File: src/rtl/multiplier_64b_arb_pkg.sv
// Shared types and default constants for the shared-multiplier arbiter.
package multiplier_64b_arb_pkg;

   typedef enum logic [1:0] {
      IDLE = 2'd0,
      EXEC = 2'd1,
      RESP = 2'd2
   } arb_state_t;

   localparam int MUL_DATA_W  = 64;
   localparam int MUL_LATENCY = 1;

endpackage

File: src/rtl/multiplier_64b_arbiter_rr_arbiter.sv
// Combinational round-robin picker: searches from ptr+1 (mod N) and returns
// a one-hot grant plus its encoded index.
module rr_arbiter #(
   parameter int N     = 4,
   parameter int IDX_W = $clog2(N)
) (
   input  logic [N-1:0]     req,
   input  logic [IDX_W-1:0] ptr,
   input  logic             en,
   output logic [N-1:0]     gnt,
   output logic [IDX_W-1:0] gnt_idx
);

   logic found;
   int   cand;

   always_comb begin
      gnt     = '0;
      gnt_idx = '0;
      found   = 1'b0;
      cand    = 0;
      for (int k = 1; k <= N; k++) begin
         cand = int'(ptr) + k;
         if (cand >= N) cand = cand - N;
         if (en && !found && req[cand]) begin
            gnt[cand] = 1'b1;
            gnt_idx   = IDX_W'(cand);
            found     = 1'b1;
         end
      end
   end

endmodule

File: src/rtl/multiplier_64b_arbiter.sv
// Shares one registered multiplier between N requesters: round-robin accept,
// drive the multiplier for LATENCY cycles, then hold the product on a response.
module multiplier_64b_arbiter
   import multiplier_64b_arb_pkg::*;
#(
   parameter int N       = 4,
   parameter int DATA_W  = MUL_DATA_W,
   parameter int LATENCY = MUL_LATENCY
) (
   input  logic                   iClk,
   input  logic                   iRstN,
   input  logic [N-1:0]           iReqValid,
   input  logic [N*DATA_W-1:0]    iReqData0,
   input  logic [N*DATA_W-1:0]    iReqData1,
   output logic [N-1:0]           oReqReady,
   output logic                   oMulEn,
   output logic                   oMulClr,
   output logic [DATA_W-1:0]      oMulData0,
   output logic [DATA_W-1:0]      oMulData1,
   input  logic [2*DATA_W-1:0]    iMulData,
   output logic                   oRspValid,
   input  logic                   iRspReady,
   output logic [$clog2(N)-1:0]   oRspId,
   output logic [2*DATA_W-1:0]    oRspData,
   output logic                   oBusy
);

   localparam int IDX_W = $clog2(N);
   localparam int CNT_W = (LATENCY > 1) ? $clog2(LATENCY) : 1;

   arb_state_t       state, state_nxt;
   logic [IDX_W-1:0] ptr;
   logic [CNT_W-1:0] cnt;
   logic [N-1:0]     gnt;
   logic [IDX_W-1:0] gnt_idx;
   logic             accept;

   // Gating with iRstN keeps the grant low while reset is held.
   rr_arbiter #(
      .N     (N),
      .IDX_W (IDX_W)
   ) u_rr_arbiter (
      .req     (iReqValid),
      .ptr     (ptr),
      .en      ((state == IDLE) && iRstN),
      .gnt     (gnt),
      .gnt_idx (gnt_idx)
   );

   assign accept    = |gnt;
   assign oReqReady = gnt;
   assign oMulEn    = (state == EXEC);
   assign oRspValid = (state == RESP);
   assign oBusy     = (state != IDLE);
   assign oRspData  = oRspValid ? iMulData : '0;

   always_comb begin
      state_nxt = state;
      case (state)
         IDLE:    if (accept) state_nxt = EXEC;
         EXEC:    if (cnt == '0) state_nxt = RESP;
         RESP:    if (iRspReady) state_nxt = IDLE;
         default: state_nxt = IDLE;
      endcase
   end

   always_ff @(posedge iClk or negedge iRstN) begin
      if (!iRstN) begin
         state     <= IDLE;
         ptr       <= IDX_W'(N - 1);
         cnt       <= '0;
         oMulData0 <= '0;
         oMulData1 <= '0;
         oRspId    <= '0;
         oMulClr   <= 1'b0;
      end else begin
         state   <= state_nxt;
         // Clear lands in the IDLE cycle after the handshake, when oMulEn is 0.
         oMulClr <= (state == RESP) && iRspReady;
         if (accept) begin
            oMulData0 <= iReqData0[int'(gnt_idx)*DATA_W +: DATA_W];
            oMulData1 <= iReqData1[int'(gnt_idx)*DATA_W +: DATA_W];
            oRspId    <= gnt_idx;
            ptr       <= gnt_idx;
            cnt       <= CNT_W'(LATENCY - 1);
         end else if ((state == EXEC) && (cnt != '0)) begin
            cnt <= cnt - CNT_W'(1);
         end
      end
   end

endmodule

File: config.mk
export PLATFORM = sky130hd
export DESIGN_NAME = multiplier_64b_arbiter
export DESIGN_NICKNAME = d
export VERILOG_FILES = /design/src/rtl/multiplier_64b_arb_pkg.sv /design/src/rtl/multiplier_64b_arbiter_rr_arbiter.sv /design/src/rtl/multiplier_64b_arbiter.sv
export SDC_FILE = /design/constraint.sdc
export NUM_CORES = 1
export LEC_CHECK = 0
export ABC_AREA = 1
export ABC_CLOCK_PERIOD_IN_PS = 3100
export CORE_AREA = 2 2 358 360
export DETAILED_ROUTE_END_ITERATION = 6
export DIE_AREA = 0 0 360 362
export HOLD_SLACK_MARGIN = 0.06
export SYNTH_ARGS = -nofsm -noshare
export SYNTH_HDL_FRONTEND = slang
export SYNTH_HIERARCHICAL = 1
export SYNTH_SLANG_ARGS = --single-unit
File: constraint.sdc
create_clock -name iClk -period 3.1 [get_ports iClk]
set_clock_uncertainty 0.1 [all_clocks]
set_input_delay 0.31 -clock iClk [delete_from_list [all_inputs] [get_ports iClk]]
set_output_delay 0.31 -clock iClk [all_outputs]
set_load 0.05 [all_outputs]
==> flow_summary.ini <==
[run_status]
status = complete, no violations

[timing]
worstMarginPinSlew_ns = 0.826
timing.final.ws_setup_ns = 0.188
setup-violations-final = 0
slew_viol_final = 0
rsz0062_at_grt = false
hold_slack_ns = 0.373
relSlewSlack_pct = 45.0
fin_crit_ns = 2.91
post-route-period-util_pct = 93.9
fin_setup_tns_ns = 0
fmax_mhz = 343
hold_viol = 0

[worst_setup_path]
r2r_end = oMulData1[30]
required_ns = 2.69
crit_path_cell_trace = inv_1 -> nand2_4 -> buf_4 -> nor2_1 -> clkdlybuf4s50_1
crit_path_start_kind = register
r2r_slack_ns = 0.19
r2r-start = ptr[1]
rr_worst_depth = 14
path_class = register to output pin
critPathLaunch = state[0]
cpMaxStageDelayCell = clkdlybuf4s50_1
cp-end-kind = output pin
worstPathArrival_ns = 2.50
critPathMaxFanout = 29
slowest_delay_ns = 0.82

[die]
start_util_pct = 10.3
io-pin-count = 913
die_w_um = 360
dieArea_um2 = 130000
coreArea_um2 = 127000
rows = 131
fp.dieH_um = 362

[route]
drt-pass1-iter-count = 5
ant_nets = 0
drt_wl_total_mm = 97.6
drcViolationCount = 0
via_per_inst = 3.59
dr_total_vias = 18000
drt-initial-drc-count = 1318
wl_per_cell_um = 19.5

[hold_path]
min-delay-start = cnt
min_delay_path_depth = 1
min_to = state[1]
hp-class = register to register

[global_route]
grt_max_degree = 68
overflow = 0
grt_pass1_vias = 17400
track_usage_pct = 14.0
grt_pass1_wl_mm = 130
antenna_found_initial = 10

[finish]
area_delta_synth_final_pct = 93.9
layout_common_cells = 923 x nand2_1, 795 x clkdlybuf4s50_1, 651 x inv_1
fin_area_um2 = 25400
final_common_cell = nand2_1
drive_gt1_share_pct = 7.58
fin_nets = 3981

[run]
cap_viol_max_count = 0

[logic_synthesis]
postSynthCellCount = 2439
yosys_warnings = 6
synth_area_per_cell_um2 = 5.36
syn_area_um2 = 13100
synth_seq_cells = 136
yosysSeqAreaShare_pct = 26.0
yosysUniqueCellTypes = 26
syn_nets = 3094

[pwr]
combPwrFrac_pct = 79.7
p_seq_share_pct = 11.8
peakVddDrop_mv = 0.868
power_mw = 28.5
intPower_mw = 11.6
powerDensity_nw_per_um2 = 1120
switchingPower_mw = 16.9
power_frac_clock_pct = 8.5
sw_frac_of_total_pct = 59.3
p_leak_nw = 14.1

[placed_design]
placed_area_um2 = 24300
io_buffer_count = 912
dp_slack_ns = -0.0299
hpwlAfterDp_mm = 79.0
gp_congestion = 0.949

[clock_network]
cts_buffer_depth = 2
tritoncts = yes
root_buffer = clkbuf_16
clock_latency_ns = 0.49
clk_pin_slew_ns = 0.06
cts_buffers = 17
cts_num_sinks = 136
htree_levels = 4
-- state kept, by name (all words and copies together), names as in the netlist --
signal and cells:
oMulData1 64, oRspId 2, cnt 1, state 2
ptr 2, oMulClr 1, oMulData0 64
-- Yosys cell counts --
library cell / instances / area [µm²]
and2_1: 1 / 6.26
clkbuf_1: 14 / 52.6
nand2_2: 5 / 31.3
nor2_2: 1 / 6.26
nor2_4: 4 / 45.0
nand4_1: 6 / 37.5
nor3_1: 1 / 5.00
buf_1: 6 / 22.5
o21ai_0: 1 / 5.00
o22ai_1: 1 / 6.26
nand2_4: 1 / 11.3
dfrtp_1: 134 / 3350
o21ai_1: 1 / 5.00
buf_2: 87 / 435
nand3_2: 3 / 30.0
nand3_1: 410 / 2050
buf_4: 9 / 67.6
inv_1: 653 / 2450
clkinv_1: 4 / 15.0
nor2_1: 132 / 495
ha_1: 8 / 100
dfstp_2: 2 / 52.6
inv_4: 1 / 6.26
buf_6: 27 / 304
inv_2: 3 / 11.3
nand2_1: 924 / 3470
-- critical path, delay by kind of cell (launching register included) --
family | cells | cell delay (ns)
flops | 1 | 0.38
simple gates | 2 | 0.36
buf+inv | 3 | 1.25
-- layout make-up --
| class | count | area, µm² |
|---|---|---|
| clock inverters | 14 | 195 |
| well taps | 1662 | 2080 |
| repair buffers | 1011 | 10300 |
| inverters | 661 | 2520 |
| clock buffers | 18 | 439 |
| fillers | 14400 | 101000 |
| flip-flops and latches | 136 | 3410 |
| multi-input cells | 1499 | 6440 |
| diodes | 3 | 7.51 |
-- repair_timing --
action / 4_1_cts / 5_1_grt
gates cloned: 0 / 6
hold endpoints to repair: 40 / 0
buffers inserted: 0 / 6
setup endpoints to repair: 9 / 71
gates resized for setup: 11 / 52
hold buffers: 1 / 0
pin swaps: 0 / 3
-- power by group through the flow --
stage          clock network, mW  registers [mW]  logic, mW
6_report                    2.41            3.36       22.7
5_1_grt                     2.58            3.45       24.4
3_5_place_dp                   0            3.34       21.9
3_3_place_gp                   0            3.34       21.9
4_1_cts                     2.53            3.35       22.0
2_1_floorplan                  0            6.11       10.4
-- kinds of logic (layout without fill, tap and decap cells) --
| group | count (synthesis) | after routing | share of synthesized area (%) |
|---|---|---|---|
| AO/OA/AOI/OAI | 3 | 3 | 0.124 |
| adder cells (fa/ha/maj) | 8 | 8 | 0.766 |
| other | 0 | 3 | 0 |
| AND/OR/NAND/NOR | 1488 | 1488 | 47.3 |
| buffers and inverters | 804 | 1704 | 25.7 |
| flip-flops | 136 | 136 | 26.0 |
-- layer usage --
layer | global-route usage (%) | wire [µm] | vias up | share of wire, %
li1 | - | - | 8757 | -
met2 | 25.0 | 48800 | 762 | 50
met5 | 0 | 50 | - | 0.051
met4 | 4.21 | 2710 | 8 | 2.8
met1 | 16.5 | 39800 | 8364 | 41
met3 | 3.31 | 6280 | 91 | 6.4
-- worst max-delay path by stage --
| stage | endpoint | slack, ns | cells past startpoint |
|---|---|---|---|
| floorplan | oMulData0[0] | 0.18 | 16 |
| global placement | oMulData1[58] | -0.04 | 16 |
| detailed placement | oMulData1[58] | -0.03 | 15 |
| CTS | oRspData[111] | 0.0001 | 5 |
| global route | oMulData0[62] | 0.07 | 16 |
| finish | oRspData[1] | 0.19 | 5 |
-- metrics by stage --
| step | std cells | utilization (%) |
|---|---|---|
| finish | 5004 | 20.0 |
| global route | 5001 | 20.0 |
| CTS | 4989 | 19.7 |
| detailed placement | 4956 | 19.2 |
| global placement | 4956 | 19.2 |
| floorplan | 2439 | - |
Power figures use the tool's default switching activity.
==> patch 1, RTL diff (config.mk and constraints unchanged) <==
Change the package constant `MUL_LATENCY` from 1 to 2.
--- a/src/rtl/multiplier_64b_arb_pkg.sv
+++ b/src/rtl/multiplier_64b_arb_pkg.sv
@@ -10,3 +10,3 @@
    localparam int MUL_DATA_W  = 64;
-   localparam int MUL_LATENCY = 1;
+   localparam int MUL_LATENCY = 2;
 
Behaviour: not the same (Yosys sat finds a counterexample within 4 cycles, from zero or initial values and one cycle with iRstN low).
==> patch 1 against the original RTL <==
  * Design area up 2.4%
  * Die area unchanged
  * Synthesized area up 4.0%
  * Power fell by 1.1%
  * Setup slack lost 0.095 ns
  * Synthesized cell count decreased by 0.45%
  * Sequential cell count unchanged
  * Sequential share of layout area decreased by 0.32 points
  * Wire length increased by 2.4%
  * Global-route usage increased by 0.22 points
  * Critical path type unchanged
  * Largest power group unchanged
==> patch 1: results <==
[run_status]
status = "finished, final reports clean"

[route]
vias_per_cell = 3.483
wl_microns = 99910
drtIter0Drc = 1022
avgRoutedWirePerCell_microns = 20.01
dr.pass1.iters = 5

[placed_design]
dp_hpwl_microns = 78430
dpl_cell_area_sq_mm = 0.02486
gp_congestion = 0.9034
dp_slack_ns = -0.08239
placedCellCount = 4930

[clock_network]
cts_htree_levels = 4
clk_latency_ns = 0.51

[pwr]
vdd_drop_max_uv = 910.8
leakagePower_uw = 0.01365

[worst_setup_path]
cp_num_buf_inv = 2
cp_slowest_cell = "clkdlybuf4s50_1"
max_stage_delay_ns = 0.82
crit_path_max_fanout = 26
cp.arrival_ns = 2.60
r2r_cells = 16
critPathTopFamily = "buffers and inverters"

[logic_synthesis]
yosysWarnings = 6
synthCells = 2428
seq_area_frac_synth_pct = 25.05
ys_async_sr_fraction_pct = 100.0
synth_compound_area_share_pct = 0.1564
synth_fp_nets = 3083
synth.mux.area_fraction_pct = 0
synthTopCellsByArea = "nand2_1 29%, dfrtp_1 25%, inv_1 18%"
synthXorXnorAreaFrac_pct = 0
synth_cell_type_count = 26
synth_top_family_by_area = "simple AND/OR/NAND/NOR gates"
synth_fa_ha_area_share_pct = 0.7362
ys_top_cells_by_count = "1056 x nand2_1, 655 x inv_1, 278 x nand3_1, 134 x dfrtp_1, 91 x nor2_4"

[cells_and_area]
layout-drive-gt1-share_pct = 9.006
nNetsFinal = 3963
largestRegisters = "oMulData0 x64, oMulData1 x64"

[grt]
first_global_vias = 16640
track_usage_pct = 14.20
grt_max_degree = 111
antenna_found_initial = 17
grt_pass1_wl_microns = 129700

[sta]
slew_headroom_pct = 35.16

[hold_path]
hold_class = "primary input to async pin"
-- patch 1: power by group --
part	leakage, uW	switching, uW	internal (uW)
Combinational	0.0117	15400	7140
Clock	0.000285	1050	1200
Sequential	0.00168	577	2770
-- patch 1: final timing paths --
path | startpoint | endpoint | slack [ns]
max in group asynchronous | iRstN | oMulData1[55]$_DFFE_PN0P_ | 1.17
max reg2reg | ptr[1]$_DFFE_PN1P_ | oMulData0[9]$_DFFE_PN0P_ | 0.22
min | iRstN | oMulData1[6]$_DFFE_PN0P_ | 0.36
min in group iClk | iRspReady | oMulClr$_DFF_PN0_ | 0.36
min reg2reg | oMulData0[27]$_DFFE_PN0P_ | oMulData0[27]$_DFFE_PN0P_ | 0.38
max | state[0]$_DFFE_PN0P_ | oRspData[43] | 0.09
-- patch 1: logic make-up (layout without fill, tap and decap cells) --
group / after synthesis / after routing
AO/OA/AOI/OAI: 4 / 4
adder cells (fa/ha/maj): 8 / 8
AND/OR/NAND/NOR: 1486 / 1487
flip-flops: 136 / 136
other: 0 / 10
buffers and inverters: 794 / 1685
-- patch 1: area by class of cell --
| class | count | area, sq um |
|---|---|---|
| diodes | 10 | 25.02 |
| repair inverters | 1 | 11.26 |
| flip-flops and latches | 136 | 3406 |
| inverters | 664 | 2531 |
| well taps | 1662 | 2079 |
| clock inverters | 14 | 163.9 |
| clock buffers | 17 | 425.4 |
| fillers | 14270 | 100700 |
| multi-input cells | 1499 | 6923 |
| repair buffers | 989 | 10410 |
-- patch 1: timing repair --
item | CTS | global route
hold buffers | 1 | 0
endpoints found under the hold margin | 82 | 0
pin swaps | 1 | 4
gates cloned | 2 | 11
setup buffers | 2 | 5
setup endpoints to repair | 36 | 141
resized for setup | 8 | 35
-- patch 1: metal layers --
layer / wire, microns / global-route usage [%] / part of all wire [%]
met5: 64 / 0 / 0.064
met2: 47700 / 23.92 / 48
met4: 4359 / 6.632 / 4.4
met1: 41420 / 16.95 / 41
met3: 6366 / 3.434 / 6.4
-- patch 1: worst register-to-register path: cells and delay by family (launching register included) --
kind	cells	cell delay, ns
buf+inv	4	0.54
fa+ha+maj	1	0.24
simple gates	11	1.38
flops	1	0.53
-- patch 1: through the flow --
stage               utilization [%]  hold slack [ns]
detailed placement            19.62           0.3639
finish                        20.50           0.3572
global placement              19.62           0.3623
global route                  20.48           0.3311
floorplan                         -         -0.08559
CTS                           20.16           0.2927
==> patch 2, RTL diff (config.mk and constraints unchanged) <==
Made on the original files. Re-encode `arb_state_t` (3 states) as one-hot, 3 bits wide.
--- a/src/rtl/multiplier_64b_arb_pkg.sv
+++ b/src/rtl/multiplier_64b_arb_pkg.sv
@@ -3,6 +3,6 @@
 
-   typedef enum logic [1:0] {
-      IDLE = 2'd0,
-      EXEC = 2'd1,
-      RESP = 2'd2
+   typedef enum logic [2:0] {
+      IDLE = 3'b001,
+      EXEC = 3'b010,
+      RESP = 3'b100
    } arb_state_t;
Behaviour: same outputs for any inputs over 4 cycles, from zero or initial values and one cycle with iRstN low; so few cycles prove little.
==> patch 2 against the original RTL <==
  * Wire length rose by 5.3%
  * Power fell by 16%
  * Setup slack got worse by 0.044 ns
  * Sequential cell count rose by 1
  * Clock power fell by 8%
  * Largest cell class unchanged
  * Via count fell by 9.7%
  * Global-route usage rose by 0.99 points
  * Design area fell by 5.9%
  * Largest power group unchanged
  * Synthesized area fell by 16%
  * Non-clock buffer count rose by 57
==> patch 2: results <==
[logic_synthesis]
seq_area_frac_synth_pct = 31.18
synth_edf_count = 0
ys_top_cells_by_count = "641 x nor2_1, 554 x nand2_1, 220 x o21ai_0, 144 x inv_1, 134 x dfrtp_1"
synth_cell_type_count = 27
synthFlopType = "dfrtp_1"
ys_async_sr_fraction_pct = 100.0
synth_fp_nets = 2586
synthTopCellsByArea = "dfrtp_1 30%, nor2_1 22%, nand2_1 19%"
yosysWarnings = 6

[worst_setup_path]
cp_slowest_cell = "dfstp_2"
crit_end = "oMulData1[30]$_DFFE_PN0P_"
r2r-start = "ptr[0]$_DFFE_PN1P_"
r2r_cells = 17
cp.arrival_ns = 3.25
max_stage_delay_ns = 0.54
crit_path_max_fanout = 52
critical_path.startpoint = "ptr[0]$_DFFE_PN1P_"
r2r_slack_ns = 0.14

[route]
drtIter0Drc = 1102
dr_total_vias = 16230
wl_microns = 102700
drtAntennaViolNets = 0
dr.pass1.iters = 7

[grt]
track_usage_pct = 14.97
antenna_found_initial = 26
grt_pass1_wl_microns = 133300
first_global_vias = 15830
grt_max_degree = 75

[clock_network]
cts_max_path_buffers = 2
cts_buffers = 17
clk_latency_ns = 0.50
cts_htree_levels = 4
clock-root-buffer = "clkbuf_16"
clk_pin_slew_ns = 0.06

[placed_design]
dp_hpwl_microns = 86810
dpl_cell_area_sq_mm = 0.02282
portBuffers = 912
gp_congestion = 0.9141
dp_slack_ns = -0.3732

[pwr]
swShare_pct = 56.33
vdd_drop_max_uv = 656.7
leakagePower_uw = 0.01108

[run_status]
status = "finished, final reports clean"

[sta]
fmax_mhz = 338.3
slew_headroom_pct = 43.04

[cells_and_area]
nNetsFinal = 3544
largestRegisters = "oMulData0 x64, oMulData1 x64, state x3"
layout-drive-gt1-share_pct = 11.69

[hold_path]
hold_class = "primary input to flip-flop"
patch 2: cell types whose count changed after synthesis, sizes merged, moves of 12 or more:
cell | before | now
inv | 657 | 152
nor2 | 137 | 645
buf | 129 | 103
clkbuf | 14 | 26
nand3 | 413 | 31
nand2 | 930 | 559
o21ai | 2 | 256
patch 2: cell families after synthesis:
logic type,synth area share [%]
compound gates,11.75
fa+ha+maj,0.9093
buf+inv,12.72
flops,31.18
simple gates,43.44
patch 2: cell type report:
type,instances,area (sq um)
fillers,14400,102800
flip-flops and latches,137,3432
multi-input cells,1509,6311
inverters,156,605.6
repair buffers,1068,10830
clock inverters,12,152.6
well taps,1662,2079
diodes,4,10.01
clock buffers,18,439.2
patch 2: metal layers:
layer | global-route usage [%] | wire length (microns) | up-vias | part of all wire [%]
met4 | 4.787 | 3199 | 28 | 3.1
met2 | 26.49 | 50640 | 716 | 49
met5 | 0 | 169 | - | 0.16
met3 | 4.257 | 7276 | 112 | 7.1
li1 | - | - | 7777 | -
met1 | 17.30 | 41450 | 7599 | 40
patch 2: power groups by stage:
stage / sequential [uW] / combinational, uW / clock (uW)
after floorplan: 6000 / 6810 / 0
after global placement: 3350 / 17900 / 0
after detailed placement: 3380 / 17800 / 0
after CTS: 3360 / 18200 / 2330
after global routing: 3440 / 19700 / 2360
final: 3340 / 18300 / 2220
patch 2: critical path: cells and delay by family, from the launching register on:
kind | cells | cell delay, ns
simple gates | 9 | 0.83
flops | 1 | 0.54
fa+ha+maj | 1 | 0.25
compound gates | 1 | 0.35
buf+inv | 6 | 0.70
patch 2: worst min-delay path by stage:
stage	end	depth (start not counted)	startpoint
floorplan	cnt$_DFFE_PN0P_	0	iRstN
global placement	oMulData0[3]$_DFFE_PN0P_	2	oMulData0[3]$_DFFE_PN0P_
detailed placement	oMulData0[53]$_DFFE_PN0P_	2	oMulData0[53]$_DFFE_PN0P_
CTS	oMulClr$_DFF_PN0_	3	iRspReady
global route	oMulClr$_DFF_PN0_	3	iRspReady
finish	oMulClr$_DFF_PN0_	3	iRspReady
patch 2: stage by stage:
step                total power, uW  hold slack [ns]  std cells
floorplan                     12810         -0.08559       1931
global placement              21210           0.3616       4513
detailed placement            21230           0.3641       4513
CTS                           23930           0.2503       4550
global route                  25550           0.3028       4563
finish                        23860           0.3058       4566
patch 2: what timing repair did:
item / CTS / global route
hold buffers: 1 / 0
endpoints found under the hold margin: 34 / 0
resized for setup: 9 / 50
setup buffers: 4 / 8
endpoints found under the setup margin: 18 / 133
cloned: 2 / 5
pin swaps: 1 / 10
